### src/rtl/uart_word_rx_pkg.sv
// Shared definitions for the framed UART word receiver: state encodings and defaults.
// ST_CHECK is only present when UART_WORD_CHECKSUM_EN is defined.
package uart_word_rx_pkg;

    localparam int         DEF_CLKS_PER_BIT = 868;
    localparam logic [7:0] DEF_SYNC_BYTE    = 8'hA5;

    typedef enum logic [1:0] {
        ST_IDLE    = 2'd0,
`ifdef UART_WORD_CHECKSUM_EN
        ST_PAYLOAD = 2'd1,
        ST_CHECK   = 2'd2
`else
        ST_PAYLOAD = 2'd1
`endif
    } word_state_t;

    typedef enum logic [2:0] {
        RX_IDLE  = 3'd0,
        RX_START = 3'd1,
        RX_DATA  = 3'd2,
        RX_STOP  = 3'd3,
        RX_WAIT  = 3'd4
    } rx_state_t;

endpackage

### src/rtl/uart_rx_core.sv
// Bit-level 8N1 receiver: synchronizes the line, samples mid-bit and strobes
// each received byte (good stop bit) or a stop error (low stop bit) for one cycle.
module uart_rx_core
    import uart_word_rx_pkg::*;
#(
    parameter int CLKS_PER_BIT = DEF_CLKS_PER_BIT
) (
    input  logic       clk,
    input  logic       rst,
    input  logic       i_rx_serial,
    output logic [7:0] o_byte,
    output logic       o_byte_vld,
    output logic       o_stop_err
);
    localparam int CNT_W = $clog2(CLKS_PER_BIT + 1);

    logic             r_sync_p0;
    logic             r_sync_p1;
    logic             w_rx;
    rx_state_t        r_state;
    rx_state_t        w_state_nxt;
    logic [CNT_W-1:0] r_cnt;
    logic [2:0]       r_bit;
    logic [7:0]       r_shift;
    logic             w_half;
    logic             w_full;

    always_ff @(posedge clk) begin
        if (rst) begin
            r_sync_p0 <= 1'b1;
            r_sync_p1 <= 1'b1;
        end else begin
            r_sync_p0 <= i_rx_serial;
            r_sync_p1 <= r_sync_p0;
        end
    end

    assign w_rx   = r_sync_p1;
    assign w_half = (r_cnt == CNT_W'((CLKS_PER_BIT - 1) / 2));
    assign w_full = (r_cnt == CNT_W'(CLKS_PER_BIT - 1));
    assign o_byte = r_shift;

    always_ff @(posedge clk) begin
        if (rst) r_state <= RX_IDLE;
        else     r_state <= w_state_nxt;
    end

    // After a low stop bit the line may still be low; wait for idle before re-arming.
    always_comb begin
        w_state_nxt = r_state;
        o_byte_vld  = 1'b0;
        o_stop_err  = 1'b0;
        case (r_state)
            RX_IDLE:  if (!w_rx) w_state_nxt = RX_START;
            RX_START: if (w_half) w_state_nxt = w_rx ? RX_IDLE : RX_DATA;
            RX_DATA:  if (w_full && (r_bit == 3'd7)) w_state_nxt = RX_STOP;
            RX_STOP: begin
                if (w_full) begin
                    if (w_rx) begin
                        o_byte_vld  = 1'b1;
                        w_state_nxt = RX_IDLE;
                    end else begin
                        o_stop_err  = 1'b1;
                        w_state_nxt = RX_WAIT;
                    end
                end
            end
            RX_WAIT:  if (w_rx) w_state_nxt = RX_IDLE;
            default:  w_state_nxt = RX_IDLE;
        endcase
    end

    always_ff @(posedge clk) begin
        if (rst) begin
            r_cnt   <= '0;
            r_bit   <= '0;
            r_shift <= '0;
        end else begin
            case (r_state)
                RX_START:         r_cnt <= w_half ? '0 : r_cnt + 1'b1;
                RX_DATA, RX_STOP: r_cnt <= w_full ? '0 : r_cnt + 1'b1;
                default:          r_cnt <= '0;
            endcase
            if (r_state == RX_IDLE) begin
                r_bit <= '0;
            end else if ((r_state == RX_DATA) && w_full) begin
                r_shift <= {w_rx, r_shift[7:1]};
                r_bit   <= r_bit + 1'b1;
            end
        end
    end

endmodule

### src/rtl/uart_word_rx.sv
// Framed UART word receiver: SYNC_BYTE header followed by NBYTES payload bytes.
// Define UART_WORD_CHECKSUM_EN to require a trailing XOR checksum byte.
module uart_word_rx
    import uart_word_rx_pkg::*;
#(
    parameter int         CLKS_PER_BIT = DEF_CLKS_PER_BIT,
    parameter int         NBYTES       = 2,
    parameter logic [7:0] SYNC_BYTE    = DEF_SYNC_BYTE,
    parameter int         TIMEOUT_CLKS = 10 * CLKS_PER_BIT * 4
) (
    input  logic                clk,
    input  logic                rst,
    input  logic                rx_serial,
    output logic [8*NBYTES-1:0] data,
    output logic                data_valid,
    output logic                frame_err,
    output logic                busy
);
    localparam int W     = 8 * NBYTES;
    localparam int IDX_W = $clog2(NBYTES + 1);
    localparam int GAP_W = $clog2(TIMEOUT_CLKS + 1);

    logic [7:0]       w_byte;
    logic             w_byte_vld;
    logic             w_stop_err;
    word_state_t      r_state;
    word_state_t      w_state_nxt;
    logic [W-1:0]     r_data;
    logic [W-1:0]     r_shadow;
    logic [W-1:0]     w_shadow_nxt;
    logic [W-1:0]     w_word;
    logic [IDX_W-1:0] r_idx;
    logic [GAP_W-1:0] r_gap;
    logic             r_data_valid;
    logic             r_frame_err;
    logic             w_last;
    logic             w_timeout;
    logic             w_start;
    logic             w_shift;
    logic             w_load;
    logic             w_err;
`ifdef UART_WORD_CHECKSUM_EN
    logic [7:0]       r_csum;
`endif

    uart_rx_core #(
        .CLKS_PER_BIT (CLKS_PER_BIT)
    ) u_rx_core (
        .clk         (clk),
        .rst         (rst),
        .i_rx_serial (rx_serial),
        .o_byte      (w_byte),
        .o_byte_vld  (w_byte_vld),
        .o_stop_err  (w_stop_err)
    );

    // First byte received ends up in the MSBs.
    assign w_shadow_nxt = (r_shadow << 8) | W'(w_byte);
    assign w_last       = (r_idx == IDX_W'(NBYTES - 1));
    assign w_timeout    = (r_state != ST_IDLE) && (r_gap == GAP_W'(TIMEOUT_CLKS - 1));
`ifdef UART_WORD_CHECKSUM_EN
    assign w_word       = r_shadow;
`else
    assign w_word       = w_shadow_nxt;
`endif

    always_ff @(posedge clk) begin
        if (rst) r_state <= ST_IDLE;
        else     r_state <= w_state_nxt;
    end

    always_comb begin
        w_state_nxt = r_state;
        w_start     = 1'b0;
        w_shift     = 1'b0;
        w_load      = 1'b0;
        w_err       = 1'b0;
        case (r_state)
            ST_IDLE: begin
                if (w_byte_vld && (w_byte == SYNC_BYTE)) begin
                    w_start     = 1'b1;
                    w_state_nxt = ST_PAYLOAD;
                end
            end
            ST_PAYLOAD: begin
                if (w_byte_vld) begin
                    w_shift = 1'b1;
                    if (w_last) begin
`ifdef UART_WORD_CHECKSUM_EN
                        w_state_nxt = ST_CHECK;
`else
                        w_load      = 1'b1;
                        w_state_nxt = ST_IDLE;
`endif
                    end
                end else if (w_stop_err || w_timeout) begin
                    w_err       = 1'b1;
                    w_state_nxt = ST_IDLE;
                end
            end
`ifdef UART_WORD_CHECKSUM_EN
            ST_CHECK: begin
                if (w_byte_vld) begin
                    w_load      = (w_byte == r_csum);
                    w_err       = (w_byte != r_csum);
                    w_state_nxt = ST_IDLE;
                end else if (w_stop_err || w_timeout) begin
                    w_err       = 1'b1;
                    w_state_nxt = ST_IDLE;
                end
            end
`endif
            default: w_state_nxt = ST_IDLE;
        endcase
    end

    always_ff @(posedge clk) begin
        if (rst) begin
            r_data       <= '0;
            r_shadow     <= '0;
            r_idx        <= '0;
            r_gap        <= '0;
            r_data_valid <= 1'b0;
            r_frame_err  <= 1'b0;
`ifdef UART_WORD_CHECKSUM_EN
            r_csum       <= '0;
`endif
        end else begin
            r_data_valid <= w_load;
            r_frame_err  <= w_err;
            if (w_load) r_data <= w_word;
            if (w_start) begin
                r_shadow <= '0;
                r_idx    <= '0;
`ifdef UART_WORD_CHECKSUM_EN
                r_csum   <= '0;
`endif
            end else if (w_shift) begin
                r_shadow <= w_shadow_nxt;
                r_idx    <= r_idx + 1'b1;
`ifdef UART_WORD_CHECKSUM_EN
                r_csum   <= r_csum ^ w_byte;
`endif
            end
            // Gap timer measures idle time since the last good byte inside a frame.
            if ((r_state == ST_IDLE) || w_byte_vld) r_gap <= '0;
            else                                    r_gap <= r_gap + 1'b1;
        end
    end

    assign data       = r_data;
    assign data_valid = r_data_valid;
    assign frame_err  = r_frame_err;
    assign busy       = (r_state != ST_IDLE);

endmodule

### config.mk
export PLATFORM = sky130hd
export DESIGN_NAME = uart_word_rx
export DESIGN_NICKNAME = d
export VERILOG_FILES = /design/src/rtl/uart_word_rx_pkg.sv /design/src/rtl/uart_rx_core.sv /design/src/rtl/uart_word_rx.sv
export SDC_FILE = /design/constraint.sdc
export NUM_CORES = 1
export LEC_CHECK = 0
export ABC_CLOCK_PERIOD_IN_PS = 5500
export BUFFER_PORTS_ARGS = -buffer_cell sky130_fd_sc_hd__buf_2
export CORE_UTILIZATION = 55
export DETAILED_ROUTE_END_ITERATION = 10
export MAX_ROUTING_LAYER = met4
export PLACE_DENSITY = 0.85
export SYNTH_ARGS = -nofsm -noshare
export SYNTH_HDL_FRONTEND = slang
export SYNTH_SLANG_ARGS = --single-unit
### constraint.sdc
create_clock -name clk -period 5.5 [get_ports clk]
set_input_delay 1.1 -clock clk [delete_from_list [all_inputs] [get_ports clk]]
set_output_delay 1.1 -clock clk [all_outputs]
set_load 0.03 [all_outputs]
==> impl_results.md <==
- Die X: around 79 um
- DRT Pass-1 Iters: 4
- Hold WS: 417 ps
- Worst slew margin: 0.280
- # Max-Cap Violations: 0
- Worst Tran Pin Value: 1080 ps
- Wire length per cell: 14.1 um
- Peak supply drop: 0.154 mV
- Synth Register Bits: 71
- Routed Antenna Nets: 0
- Outcome: finished clean
- Area Overhead vs Synth: 7.96%
- Clock slew at reported path FFs: 70 ps
- Clock insertion delay at the later pin of the skew report: 360 ps
- Dpl cells: 414
- Asr flop ratio synth: 0
- Place WS: 2660 ps
- Crit path kind: flop to flop
- # fillers: 458
- HP Class: flop to flop
- Synth top cells by count: dfxtp_1 (71), a21oi_1 (33), nor2_1 (28)
- Total global routing track utilization: 0.221
- Cells after synthesis: about 350
- Synthesized net count: approximately 360
- Largest net degree at the start of global routing: 38
- Design Area, Final: ~3500 um2
- Final min period: 2830 ps
- Slowest cell on crit path: or3_1
- WP data arrival: 3090 ps
- Vias/cell: 5.90
- Mapped Area: roughly 3200 um2
- Top-count cell post-synth: dfxtp_1
- CORE AREA: 5570 um2
- PD cells: roughly 280 nW/um2
- Initial detailed-routing violation count: 180
- Syn avg cell area: 9.28 um2
- Post-CTS Setup Inserts: 0
- Final Slew Violations: 0
- Placed cell area: around 3300 um2
- Cell Chain, Critical Path: inv_1, or3_1, a21oi_1
- Synth top area share: 0.441
- Routed WL: 6050 um
- Ant. Diodes: 0
- Sequential-to-total area share from yosys stat: 0.441
- Final Non-Filler Cells: 430
- Clock tree sinks: 71
- Startpoint Class: flop
- Hpwl dp: 3950 um
- Number of global-route vias before repair: 2264
- Ys flop type: dfxtp_1
- GRT overflow: 0
- Final setup viols: 0
- DRC Markers: 0
- CTS buffer count: 9
- Total number of vias: 2536
- Worst-path fanout max: 32
- Initial antenna violation count: 0
- Root Driver: clkbuf_8
- TNS Setup: 0 ps
- CTS tree: built
- Final core utilization: 0.624
- Final cycle utilization of the critical path: 0.514
- Cell taking the most area after synthesis: dfxtp_1
- Initial Utilization: 0.578
- I/O pins: 22
- RePlAce Congestion: 0.833
- Die area: 6170 um2
- Multi-input combinational cell area: 1630 um2
- # hold bufs at CTS: 0
- Ys Warns: 0
- Port Buffers: 21
- WP data required: 5770 ps
- Post-synth EDFFs: 0
- Leak: 1.20 nW
- CTS H-Tree Depth: 3
- Slowest stage delay, CP: 950 ps
- Yosys cell types: 50
- Die height: slightly below 80 um
- Row cnt: 27
- Final Power: between 0.9 and 1 mW
- Fin. Hold Viols: 0
- Largest cells by area after synthesis: dfxtp_1 (44%), a21oi_1 (5.1%), nand4_1 (4.9%)
- First-pass GRT wire length: 10500 um
- Setup slack after layout: 2670 ps
- Final nets: 362
- Reg area: 1420 um2
- Post-CTS Resized: 0
- Layout cells sized above 1: 0.170
- Crit end category: flop
- RSZ-0062 raised after global routing: no
- Clock Skews: 18.9 ps
- Clk buf depth: 2
- Fmax: 0.354 GHz
-- report_power, final --
group,leakage [nW],internal (mW),switching (mW),total [mW]
sequential,0.572,0.518,0.00818,0.526
clock,0.103,0.222,0.196,0.418
combinational,0.525,0.0178,0.0214,0.0392
-- cell usage in the layout, fill, tap and decap left out, types with 4 or more instances in the layout --
cell type and instances:
dfxtp_1 71, a21oi_1 33, nor2_1 28, nand4_1 25, buf_2 21, o31ai_1 18
nand3_1 16, xnor2_1 12, xor2_1 10, mux2i_1 10, o21ai_0 10, clkbuf_8 10
nor2_4 8, nor4_1 8, inv_1 7, nand2_1 7, nor3_1 6, ha_1 6
nand2b_1 4
-- path summary, 6_finish.rpt --
path / from / to / slack, ps / cells past startpoint
max: r_state[0]$_SDFFE_PP0P_ / frame_err$_SDFF_PP0_ / 2670 / 3
min: u_rx_core.r_sync_p0$_SDFF_PP1_ / u_rx_core.r_sync_p1$_SDFF_PP1_ / 420 / 1
max reg2reg: r_state[0]$_SDFFE_PP0P_ / frame_err$_SDFF_PP0_ / 2670 / 3
min reg2reg: u_rx_core.r_sync_p0$_SDFF_PP1_ / u_rx_core.r_sync_p1$_SDFF_PP1_ / 420 / 1
-- cell families after synthesis --
logic type,after synthesis,synth area share
adder cells (fa/ha/maj),6,0.0233
XOR/XNOR,22,0.0598
AO/OA/AOI/OAI,68,0.127
buffers and inverters,34,0.0520
AND/OR/NAND/NOR,133,0.255
flip-flops,71,0.441
multiplexers,13,0.0416
-- state kept, by name, indices dropped and copies added, names as in the netlist --
register,flops
data,16
data_valid,1
frame_err,1
r_gap,16
r_idx,2
r_shadow,8
r_state,1
u_rx_core.o_byte,8
u_rx_core.r_bit,3
u_rx_core.r_cnt,10
u_rx_core.r_state,3
u_rx_core.r_sync_p0,1
u_rx_core.r_sync_p1,1
-- worst max-delay path: cells and delay by family, from the launching register on --
family | cells | cell delay (ps)
DFF | 1 | 870
AOI/OAI and AO/OA | 1 | 290
and+or+nand+nor | 1 | 950
buffers and inverters | 1 | 630
-- routing by layer --
| metal | wire length [um] | vias up | track usage |
|---|---|---|---|
| li1 | - | 1276 | - |
| met1 | 2830 | 1191 | 0.283 |
| met2 | 2840 | 57 | 0.335 |
| met3 | 271 | 12 | 0.0453 |
| met4 | 109 | 0 | 0.102 |
| met5 | 0 | - | - |
-- cell type report --
cell class | instances | share of cell area
Clock inverter | 5 | 0.0165
Inverter | 8 | 0.00863
Clock buffer | 11 | 0.0406
Sequential cell | 71 | 0.409
Tap cell | 72 | 0.0259
Multi-Input combinational cell | 242 | 0.469
Timing Repair Buffer | 21 | 0.0302
Power figures use the tool's default switching activity.
